==> src/rtl/ex_muldiv.sv <==
`default_nettype none
// ============================================================================
// Module      : ex_muldiv
// Description : Iterative RV32M multiply/divide unit that sits in the EX stage.
//               A 32-step shift-add multiplier and a 32-step restoring divider
//               share one 64-bit working register. The pipeline is held via
//               stall_o while an operation is running. Divide-by-zero and
//               signed overflow bypass the iteration and finish in one cycle.
// Revision    : 1.0 - initial release
// ============================================================================
module ex_muldiv (
  input  logic        clk_i,
  input  logic        rst_i,
  input  logic [6:0]  op_i,
  input  logic [6:0]  funct7_i,
  input  logic [2:0]  funct3_i,
  input  logic [31:0] rs1_data_i,
  input  logic [31:0] rs2_data_i,
  input  logic [4:0]  rd_i,
  input  logic        flush_i,
  output logic        stall_o,
  output logic        busy_o,
  output logic        done_o,
  output logic [31:0] result_o,
  output logic [4:0]  rd_o
);

  localparam logic [6:0]  C_OP_REG     = 7'b0110011;
  localparam logic [6:0]  C_F7_MULDIV  = 7'b0000001;
  localparam logic [4:0]  C_LAST_ITER  = 5'd31;
  localparam logic [31:0] C_INT_MIN    = 32'h80000000;
  localparam logic [31:0] C_ALL_ONES   = 32'hFFFFFFFF;

  typedef enum logic [1:0] {
    S_IDLE = 2'd0,
    S_MUL  = 2'd1,
    S_DIV  = 2'd2,
    S_DONE = 2'd3
  } state_t;

  state_t      r_state;
  logic [4:0]  r_cnt;
  logic [2:0]  r_f3;
  logic [4:0]  r_rd;
  // Multiply: {running high half, remaining multiplier bits}.
  // Divide  : {partial remainder, dividend bits shifting into quotient}.
  logic [63:0] r_acc;
  // Multiplicand magnitude (multiply) or divisor magnitude (divide).
  logic [31:0] r_opnd;
  // Negate the product (multiply) or the quotient (divide).
  logic        r_neg_lo;
  // Negate the remainder (dividend was negative).
  logic        r_neg_rem;

  // ---------------------------------------------------------------------------
  // Request decode and operand conditioning (valid only while accepting)
  // ---------------------------------------------------------------------------
  logic        w_req;
  logic        w_a_sgn;
  logic        w_b_sgn;
  logic [31:0] w_a_mag;
  logic [31:0] w_b_mag;
  logic        w_div_zero;
  logic        w_div_ovf;
  logic        w_fast;
  logic [31:0] w_fast_res;

  assign w_req = (op_i == C_OP_REG) && (funct7_i == C_F7_MULDIV);

  // Divides are signed unless funct3[0] is set. For multiplies only MULHU
  // treats rs1 as unsigned, and only MULHSU/MULHU treat rs2 as unsigned.
  // MUL returns the low half, which is the same for any signedness.
  assign w_a_sgn = funct3_i[2] ? ~funct3_i[0] : (funct3_i[1:0] != 2'b11);
  assign w_b_sgn = funct3_i[2] ? ~funct3_i[0] : ~funct3_i[1];

  assign w_a_mag = (w_a_sgn && rs1_data_i[31]) ? -rs1_data_i : rs1_data_i;
  assign w_b_mag = (w_b_sgn && rs2_data_i[31]) ? -rs2_data_i : rs2_data_i;

  assign w_div_zero = (rs2_data_i == 32'd0);
  assign w_div_ovf  = ~funct3_i[0] && (rs1_data_i == C_INT_MIN) &&
                      (rs2_data_i == C_ALL_ONES);
  assign w_fast     = funct3_i[2] && (w_div_zero || w_div_ovf);

  // funct3[1] selects remainder (REM/REMU) versus quotient (DIV/DIVU).
  always_comb begin
    w_fast_res = 32'd0;
    if (w_div_zero) begin
      w_fast_res = funct3_i[1] ? rs1_data_i : C_ALL_ONES;
    end else begin
      w_fast_res = funct3_i[1] ? 32'd0 : C_INT_MIN;
    end
  end

  // ---------------------------------------------------------------------------
  // Multiply step: add multiplicand into the high half when the current
  // multiplier LSB is set, then shift the whole product right by one.
  // ---------------------------------------------------------------------------
  logic [32:0] w_mul_sum;
  logic [63:0] w_mul_nxt;
  logic [63:0] w_prod;
  logic [31:0] w_mul_res;

  assign w_mul_sum = {1'b0, r_acc[63:32]} + (r_acc[0] ? {1'b0, r_opnd} : 33'd0);
  assign w_mul_nxt = {w_mul_sum, r_acc[31:1]};
  assign w_prod    = r_neg_lo ? -w_mul_nxt : w_mul_nxt;
  assign w_mul_res = (r_f3[1:0] == 2'b00) ? w_prod[31:0] : w_prod[63:32];

  // ---------------------------------------------------------------------------
  // Divide step: shift the next dividend bit into the remainder and subtract
  // the divisor when it fits. The trial remainder is always below the divisor
  // after a step, so 32 bits are enough to hold it.
  // ---------------------------------------------------------------------------
  logic [32:0] w_shift;
  logic        w_ge;
  logic [31:0] w_rem_sub;
  logic [63:0] w_div_nxt;
  logic [31:0] w_quo;
  logic [31:0] w_rem;
  logic [31:0] w_div_res;

  assign w_shift   = {r_acc[63:32], r_acc[31]};
  assign w_ge      = (w_shift >= {1'b0, r_opnd});
  assign w_rem_sub = w_shift[31:0] - r_opnd;
  assign w_div_nxt = w_ge ? {w_rem_sub,     r_acc[30:0], 1'b1}
                          : {w_shift[31:0], r_acc[30:0], 1'b0};
  assign w_quo     = w_div_nxt[31:0];
  assign w_rem     = w_div_nxt[63:32];
  assign w_div_res = r_f3[1] ? (r_neg_rem ? -w_rem : w_rem)
                             : (r_neg_lo  ? -w_quo : w_quo);

  // ---------------------------------------------------------------------------
  // Control FSM with datapath registers; flush overrides every state.
  // ---------------------------------------------------------------------------
  always_ff @(posedge clk_i or posedge rst_i) begin
    if (rst_i) begin
      r_state   <= S_IDLE;
      r_cnt     <= 5'd0;
      r_f3      <= 3'd0;
      r_rd      <= 5'd0;
      r_acc     <= 64'd0;
      r_opnd    <= 32'd0;
      r_neg_lo  <= 1'b0;
      r_neg_rem <= 1'b0;
      result_o  <= 32'd0;
      rd_o      <= 5'd0;
    end else if (flush_i) begin
      r_state <= S_IDLE;
      r_cnt   <= 5'd0;
    end else begin
      case (r_state)
        S_IDLE: begin
          if (w_req) begin
            r_f3      <= funct3_i;
            r_rd      <= rd_i;
            r_acc     <= {32'd0, funct3_i[2] ? w_a_mag : w_b_mag};
            r_opnd    <= funct3_i[2] ? w_b_mag : w_a_mag;
            r_neg_lo  <= (w_a_sgn & rs1_data_i[31]) ^ (w_b_sgn & rs2_data_i[31]);
            r_neg_rem <= w_a_sgn & rs1_data_i[31];
            r_cnt     <= 5'd0;
            if (!funct3_i[2]) begin
              r_state <= S_MUL;
            end else if (w_fast) begin
              r_state  <= S_DONE;
              result_o <= w_fast_res;
              rd_o     <= rd_i;
            end else begin
              r_state <= S_DIV;
            end
          end
        end
        S_MUL: begin
          r_acc <= w_mul_nxt;
          r_cnt <= r_cnt + 5'd1;
          if (r_cnt == C_LAST_ITER) begin
            r_state  <= S_DONE;
            result_o <= w_mul_res;
            rd_o     <= r_rd;
          end
        end
        S_DIV: begin
          r_acc <= w_div_nxt;
          r_cnt <= r_cnt + 5'd1;
          if (r_cnt == C_LAST_ITER) begin
            r_state  <= S_DONE;
            result_o <= w_div_res;
            rd_o     <= r_rd;
          end
        end
        S_DONE: begin
          r_state <= S_IDLE;
        end
        default: begin
          r_state <= S_IDLE;
        end
      endcase
    end
  end

  // Status outputs decoded from the state register; the stall also covers the
  // accepting cycle so the instruction stays in ID/EX until the result is back.
  assign busy_o  = (r_state == S_MUL) || (r_state == S_DIV);
  assign done_o  = (r_state == S_DONE);
  assign stall_o = ((r_state == S_IDLE) && w_req && !flush_i) || busy_o;

endmodule
`default_nettype wire

==> config.mk <==
export PLATFORM = sky130hd
export DESIGN_NAME = ex_muldiv
export DESIGN_NICKNAME = d
export VERILOG_FILES = /design/src/rtl/ex_muldiv.sv
export SDC_FILE = /design/constraint.sdc
export NUM_CORES = 1
export LEC_CHECK = 0
export BUFFER_PORTS_ARGS = -buffer_cell sky130_fd_sc_hd__buf_2
export CORE_ASPECT_RATIO = 0.8
export CORE_MARGIN = 2
export CORE_UTILIZATION = 55
export DETAILED_ROUTE_END_ITERATION = 10
export PLACE_DENSITY = 0.74
export SKIP_LAST_GASP = 1
export SLEW_MARGIN = 20
export SYNTH_ARGS = -nofsm -noshare
export SYNTH_HDL_FRONTEND = slang
export SYNTH_SLANG_ARGS = --single-unit
==> constraint.sdc <==
create_clock -name clk_i -period 5.4 [get_ports clk_i]
set_input_delay 1.08 -clock clk_i [delete_from_list [all_inputs] [get_ports clk_i]]
set_output_delay 1.08 -clock clk_i [all_outputs]
set_load 0.01 [all_outputs]
After elaboration in Yosys (flattened, before gate mapping)

Index checks and enable logic that the tools add are counted.

Register bits: 149
Input port bits: 89
Output and inout bits: 40
Word-level logic and storage cells: 105

Add/subtract/negate cells: 8
$lt $le $gt $ge: 1
Eq/ne operators: 17
Multiplexer cells: 38
Bitwise operators: 6
Reduce and logical (&&, ||, !) cells: 25

Operators with widths:

| kind                 | number |
|---|---|
| $mux 32              | 17 |
| $mux 64              | 3 |
| $pmux 64 s3          | 1 |
| $neg 32->32          | 4 |
| $pmux 32 s3          | 1 |
| $eq 32x32->1 const B | 2 |
| $neg 64->64          | 1 |
| $add 32x32->33       | 1 |
| $ge 33x32->1         | 1 |
| $logic_not 32->1     | 1 |
| $sub 32x32->32       | 1 |
| $mux 5               | 6 |
| $pmux 5 s2           | 2 |
| $ne 2x2->1 const B   | 6 |
| $logic_and 1x1->1    | 8 |
| $mux 2               | 4 |
| $eq 7x1->1 const B   | 1 |
| $eq 7x6->1 const B   | 1 |
| $reduce_and 7->1     | 1 |
| $pmux 2 s3           | 1 |
| $reduce_and 3->1     | 2 |
| $reduce_and 6->1     | 1 |
| $reduce_bool 3->1    | 2 |
| $add 5x1->5 const B  | 1 |
| other kinds (16)     | 26 |

Logic depth before layout (Yosys ltp)

Depth in word-level cells: 10
Gate-level depth with buffers: 21
Mapped depth without buffers: 17

Worst setup path after synthesis

Ideal clock, no wire load.

Path kind: register to register
Start: register r_acc[32]
End: register result_o[22]
Library setup time: 91 ps
Arrival time: 4,498 ps
Data required time: 5,309 ps
Slack: 812 ps
Cell stages (with the launch flop): 20
Path buffers: 3
Clock period less this slack: 4,588 ps
Path through: dfrtp_1 > ha_1 > nor2b_1 > o2111ai_1 > a31oi_1 > o31a_1 > a221o_2 > clkinv_1 > clkbuf_1 > clkbuf_1 > buf_1 > ha_1 > inv_1 > or2_2 > o31ai_1 > xnor2_1 > o21ai_0 > a21oi_1 > a21oi_1 > o221ai_1

Word-level cells in the longest chain between the ends: 7
Elaborated cells on any way between the ends: 15
Those cells by class: 5 x add/sub; 1 x order compare; 9 x mux

RTL lines:

| what                                           | RTL line | source |
|---|---|---|
| start: declaration                             | 47       | `logic [63:0] r_acc;` |
| start signal: assignment                       | 155      | `r_acc <= {32'd0, funct3_i[2] ? w_a_mag : w_b_mag};` |
| start signal: assignment                       | 172      | `r_acc <= w_mul_nxt;` |
| start signal: assignment                       | 181      | `r_acc <= w_div_nxt;` |
| $sub 32x32->32 or $ge 33x32->1 (tied branches) | 123, 122 |  |
| $mux 64                                        | 124      | `assign w_div_nxt = w_ge ? {w_rem_sub, r_acc[30:0], 1'b1}` |
| $neg 32->32, on equally long branches          | 128, 129 |  |
| $mux 32, on equally long branches              | 128, 129 |  |
| $mux 32                                        | 128      | `assign w_div_res = r_f3[1] ? (r_neg_rem ? -w_rem : w_rem)` |
| $mux 32                                        | 183      | `if (r_cnt == C_LAST_ITER) begin` |
| $pmux 32 s3 (*)                                | 150      | `case (r_state)` |
| end signal: assignment                         | 164      | `result_o <= w_fast_res;` |
| end signal: assignment                         | 176      | `result_o <= w_mul_res;` |
| end signal: assignment                         | 185      | `result_o <= w_div_res;` |
| end: declaration                               | 24       | `output logic [31:0] result_o,` |

Mark *: on every way between the ends. The rest lies on a longest branch, timed or not. The select of a mux whose other input is x is not followed.
A chain may end at the register's enable or synchronous reset.

Worst setup path in the final report

Start: register r_acc[0]
End: register result_o[31]

Word-level cells in the longest chain between the ends: 7
Elaborated cells on any way between the ends: 12
Those cells by class: 3 x add/sub; 9 x mux

RTL lines:

| what            | RTL line | source |
|---|---|---|
| $mux 32         | 103      | `assign w_mul_sum = {1'b0, r_acc[63:32]} + (r_acc[0] ? {1'b0, r_opnd} : 33'd0);` |
| $add 32x32->33  | 103      |  |
| $neg 64->64     | 105      | `assign w_prod = r_neg_lo ? -w_mul_nxt : w_mul_nxt;` |
| $mux 64         | 105      |  |
| $mux 32         | 106      | `assign w_mul_res = (r_f3[1:0] == 2'b00) ? w_prod[31:0] : w_prod[63:32];` |
| $mux 32         | 174      | `if (r_cnt == C_LAST_ITER) begin` |
| $pmux 32 s3 (*) | 150      |  |

Marks and branches as above.

==> impl_metrics.json <==
{
  "status": "complete, no violations",
  "synthArstFlopShare_pct": 100,
  "clock-sinks": 149,
  "ctsLongestPathBuffers": 2,
  "via_per_inst": 6.70,
  "start_kind": "register",
  "grt_max_degree": 96,
  "root_buffer": "clkbuf_16",
  "fin_skew_ns": 0.00875,
  "synth_seq_cells": 149,
  "period_needed_ns": 5.04,
  "grt.total_usage_pct": 39.7,
  "fin_crit_sh_pct": 93.3,
  "synth.most_common_cell": "nand2_1",
  "max_freq_mhz": 198,
  "grt_pass1_wl_mm": 101,
  "h-tree-depth": 4,
  "cts_made_buffers": 17,
  "critPathCaptureType": "register",
  "ios": 129,
  "initial_core_util_pct": 56.0,
  "die_height_um": 162,
  "slowest_delay_ns": 0.54,
  "r2r_slack_ns": 0.36,
  "r2r_start": "r_acc[0]",
  "yosysTopAreaCell": "dfrtp_1",
  "die-area_mm2": 0.0324,
  "cts_tree": "yes",
  "dp_hpwl_mm": 49.2,
  "peakVddDrop_mv": 0.591,
  "syn_area_mm2": 0.0171,
  "final_cell_area_mm2": 0.0185,
  "synth_top_area_share_pct": 21.9,
  "ctsHoldBuffers": 0,
  "die_w_um": 201,
  "setup_violations": 0,
  "tns_ns": 0,
  "holdPathEnd": "r_opnd[15]",
  "grt_pass1_vias": 17100,
  "reg2reg_to": "result_o[31]",
  "slew-limit-headroom_pct": 21.3,
  "dpl_cell_area_mm2": 0.0179,
  "yosysWarnings": 0,
  "ant_nets": 0,
  "drive_gt1_share_pct": 11.2,
  "critPathMostFrequentCell": "xnor2_1",
  "hp-class": "register to register",
  "coreArea_mm2": 0.0305,
  "reg2reg_depth": 16,
  "area_growth_pct": 8.28,
  "synth_area_leaders": "dfrtp_1 22%, o21ai_0 8.8%, nand2_1 7.9%",
  "synth_edf_count": 0,
  "maxSlewViolCount": 0,
  "drtIter0Drc": 2672,
  "rows": 57,
  "tightestPinTransition_ns": 1.18,
  "final_core_util_pct": 60.7,
  "syn_avg_cell_area_um2": 7.14,
  "min_from": "r_opnd[15]",
  "place_congestion": 0.990,
  "dpl_worst_slack_ns": 0.371,
  "cap_viol_max_count": 0,
  "ys.flop_type": "dfrtp_1",
  "hold_viol": 0,
  "post_cts_buffers": 0,
  "cp_data_arrival_time_ns": 5.40,
  "rsz0062_at_grt": "false",
  "antenna_cells": 0,
  "cts.clk_slew.worst_paths_ns": 0.07,
  "power.density_mw_per_mm2": 562,
  "first_pass_iters": 6,
  "syn-num-nets": 2556,
  "hold_depth": 2,
  "worstPathCellList": "clkinv_1, buf_4, nor2_1, ha_1, a21oi_1, o21ai_1, nor4_1, o2bb2ai_1, xnor2_1, a221o_1, or4_4, or2_2, o41ai_1, xnor2_1, nand2_1, a31oi_1",
  "crit_type": "register to register",
  "synth_commonest_cells": "358 x nand2_1, 299 x o21ai_0, 198 x nor2_1, 180 x a21oi_1, 149 x dfrtp_1",
  "post_cts_resized": 0,
  "drcViolationCount": 0,
  "cp_max_fo": 26,
  "yosysSeqAreaShare_pct": 21.9,
  "routed_wl_mm": 65.0,
  "nets": 2575,
  "insertion_delay_ns": 0.45,
  "overflow": 0,
  "vias": 19000,
  "numPortBuffers": 128,
  "cp_data_required_time_ns": 5.76,
  "leakage_nw": 7.98,
  "slowest_stage": "or4_4",
  "synthCells": 2390,
  "synth.distinct_cells": 94,
  "nFillCells": 2857,
  "wl_per_cell_um": 22.9,
  "antenna_found_initial": 0,
  "fin_ws_ns": 0.362
}
[cell families (layout without fill, tap and decap cells)]
logic type / Yosys count / in the layout / synth area share [%]
muxes: 40 / 40 / 2.48
AOI/OAI and AO/OA: 818 / 818 / 30.2
buffers and inverters: 245 / 276 / 5.57
and+or+nand+nor: 838 / 838 / 22.7
DFF: 149 / 149 / 21.9
adders and majority gates: 77 / 77 / 5.74
xor gates and xnor gates: 223 / 223 / 11.4
[through the flow]
stage / power (W) / std cells / hold WS, ns
after detailed placement: 0.00893 / 2803 / 0.471
after global placement: 0.00885 / 2803 / 0.462
after floorplan: 0.00667 / 2390 / 0.450
final: 0.0104 / 2834 / 0.486
after global routing: 0.0110 / 2834 / 0.496
after CTS: 0.0102 / 2834 / 0.486
[worst max-delay path: cells and delay by family, from the launching register on]
family	cells	cell delay, ns
AO/OA/AOI/OAI	6	1.67
AND/OR/NAND/NOR	5	1.45
XOR/XNOR	2	0.37
buffers and inverters	2	0.74
flip-flops	1	0.39
adder cells (fa/ha/maj)	1	0.32
[report_power, final]
part | switching [W] | leakage (nW) | internal, W
Combinational | 0.00481 | 5.71 | 0.00261
Sequential | 0.000446 | 2.00 | 0.00133
Clock | 0.000523 | 0.264 | 0.000664
[layout by cell type, fill, tap and decap left out, types with 22 or more instances in the layout]
master / count
o31ai_1: 47
buf_4: 42
or3_1: 22
o21ai_0: 299
a21oi_1: 180
nand4_1: 27
a221o_1: 31
a21o_1: 25
a31oi_1: 28
xnor2_1: 129
o211ai_1: 29
mux2i_1: 22
nand2_1: 358
a22oi_1: 35
inv_1: 71
nor2_1: 197
nor3_1: 53
xor2_1: 94
dfrtp_1: 148
ha_1: 72
nand3_1: 39
buf_2: 127
[layer usage]
layer | global-route usage, % | routed length, um | vias up | part of all wire, %
met3 | 9.89 | 7990 | 161 | 12
met2 | 58.4 | 27500 | 1231 | 42
met5 | 0 | 0 | - | 0
met4 | 15.2 | 2540 | 0 | 3.9
li1 | - | - | 8678 | -
met1 | 56.1 | 27000 | 8924 | 41
[final cells by class]
class / instances / area [um^2] / area share [%]
timing repair buffer: 170 / 971 / 5.26
tap: 413 / 517 / 2.80
inverter: 75 / 287 / 1.55
multi-input combinational: 1996 / 12400 / 67.2
sequential: 149 / 3730 / 20.2
clock inverter: 9 / 80.1 / 0.434
clock buffer: 22 / 474 / 2.57
[registers in the layout (all words and copies together) (netlist names)]
name       count
r_acc         64
r_opnd        32
result_o      32
r_cnt          5
r_rd           5
rd_o           5
r_f3           2
r_state        2
r_neg_lo       1
r_neg_rem      1
[worst max path at each step]
stage | slack [ns] | depth (start not counted) | to | start
global route | 0.09 | 16 | result_o[31] | r_acc[0]
CTS | 0.48 | 15 | result_o[28] | r_acc[0]
global placement | 0.58 | 15 | result_o[31] | rs1_data_i[1]
detailed placement | 0.37 | 15 | result_o[31] | rs1_data_i[1]
finish | 0.36 | 16 | result_o[31] | r_acc[0]
floorplan | 0.31 | 1 | r_acc[0] | rst_i
No activity file was read; power rests on OpenSTA's default activity.
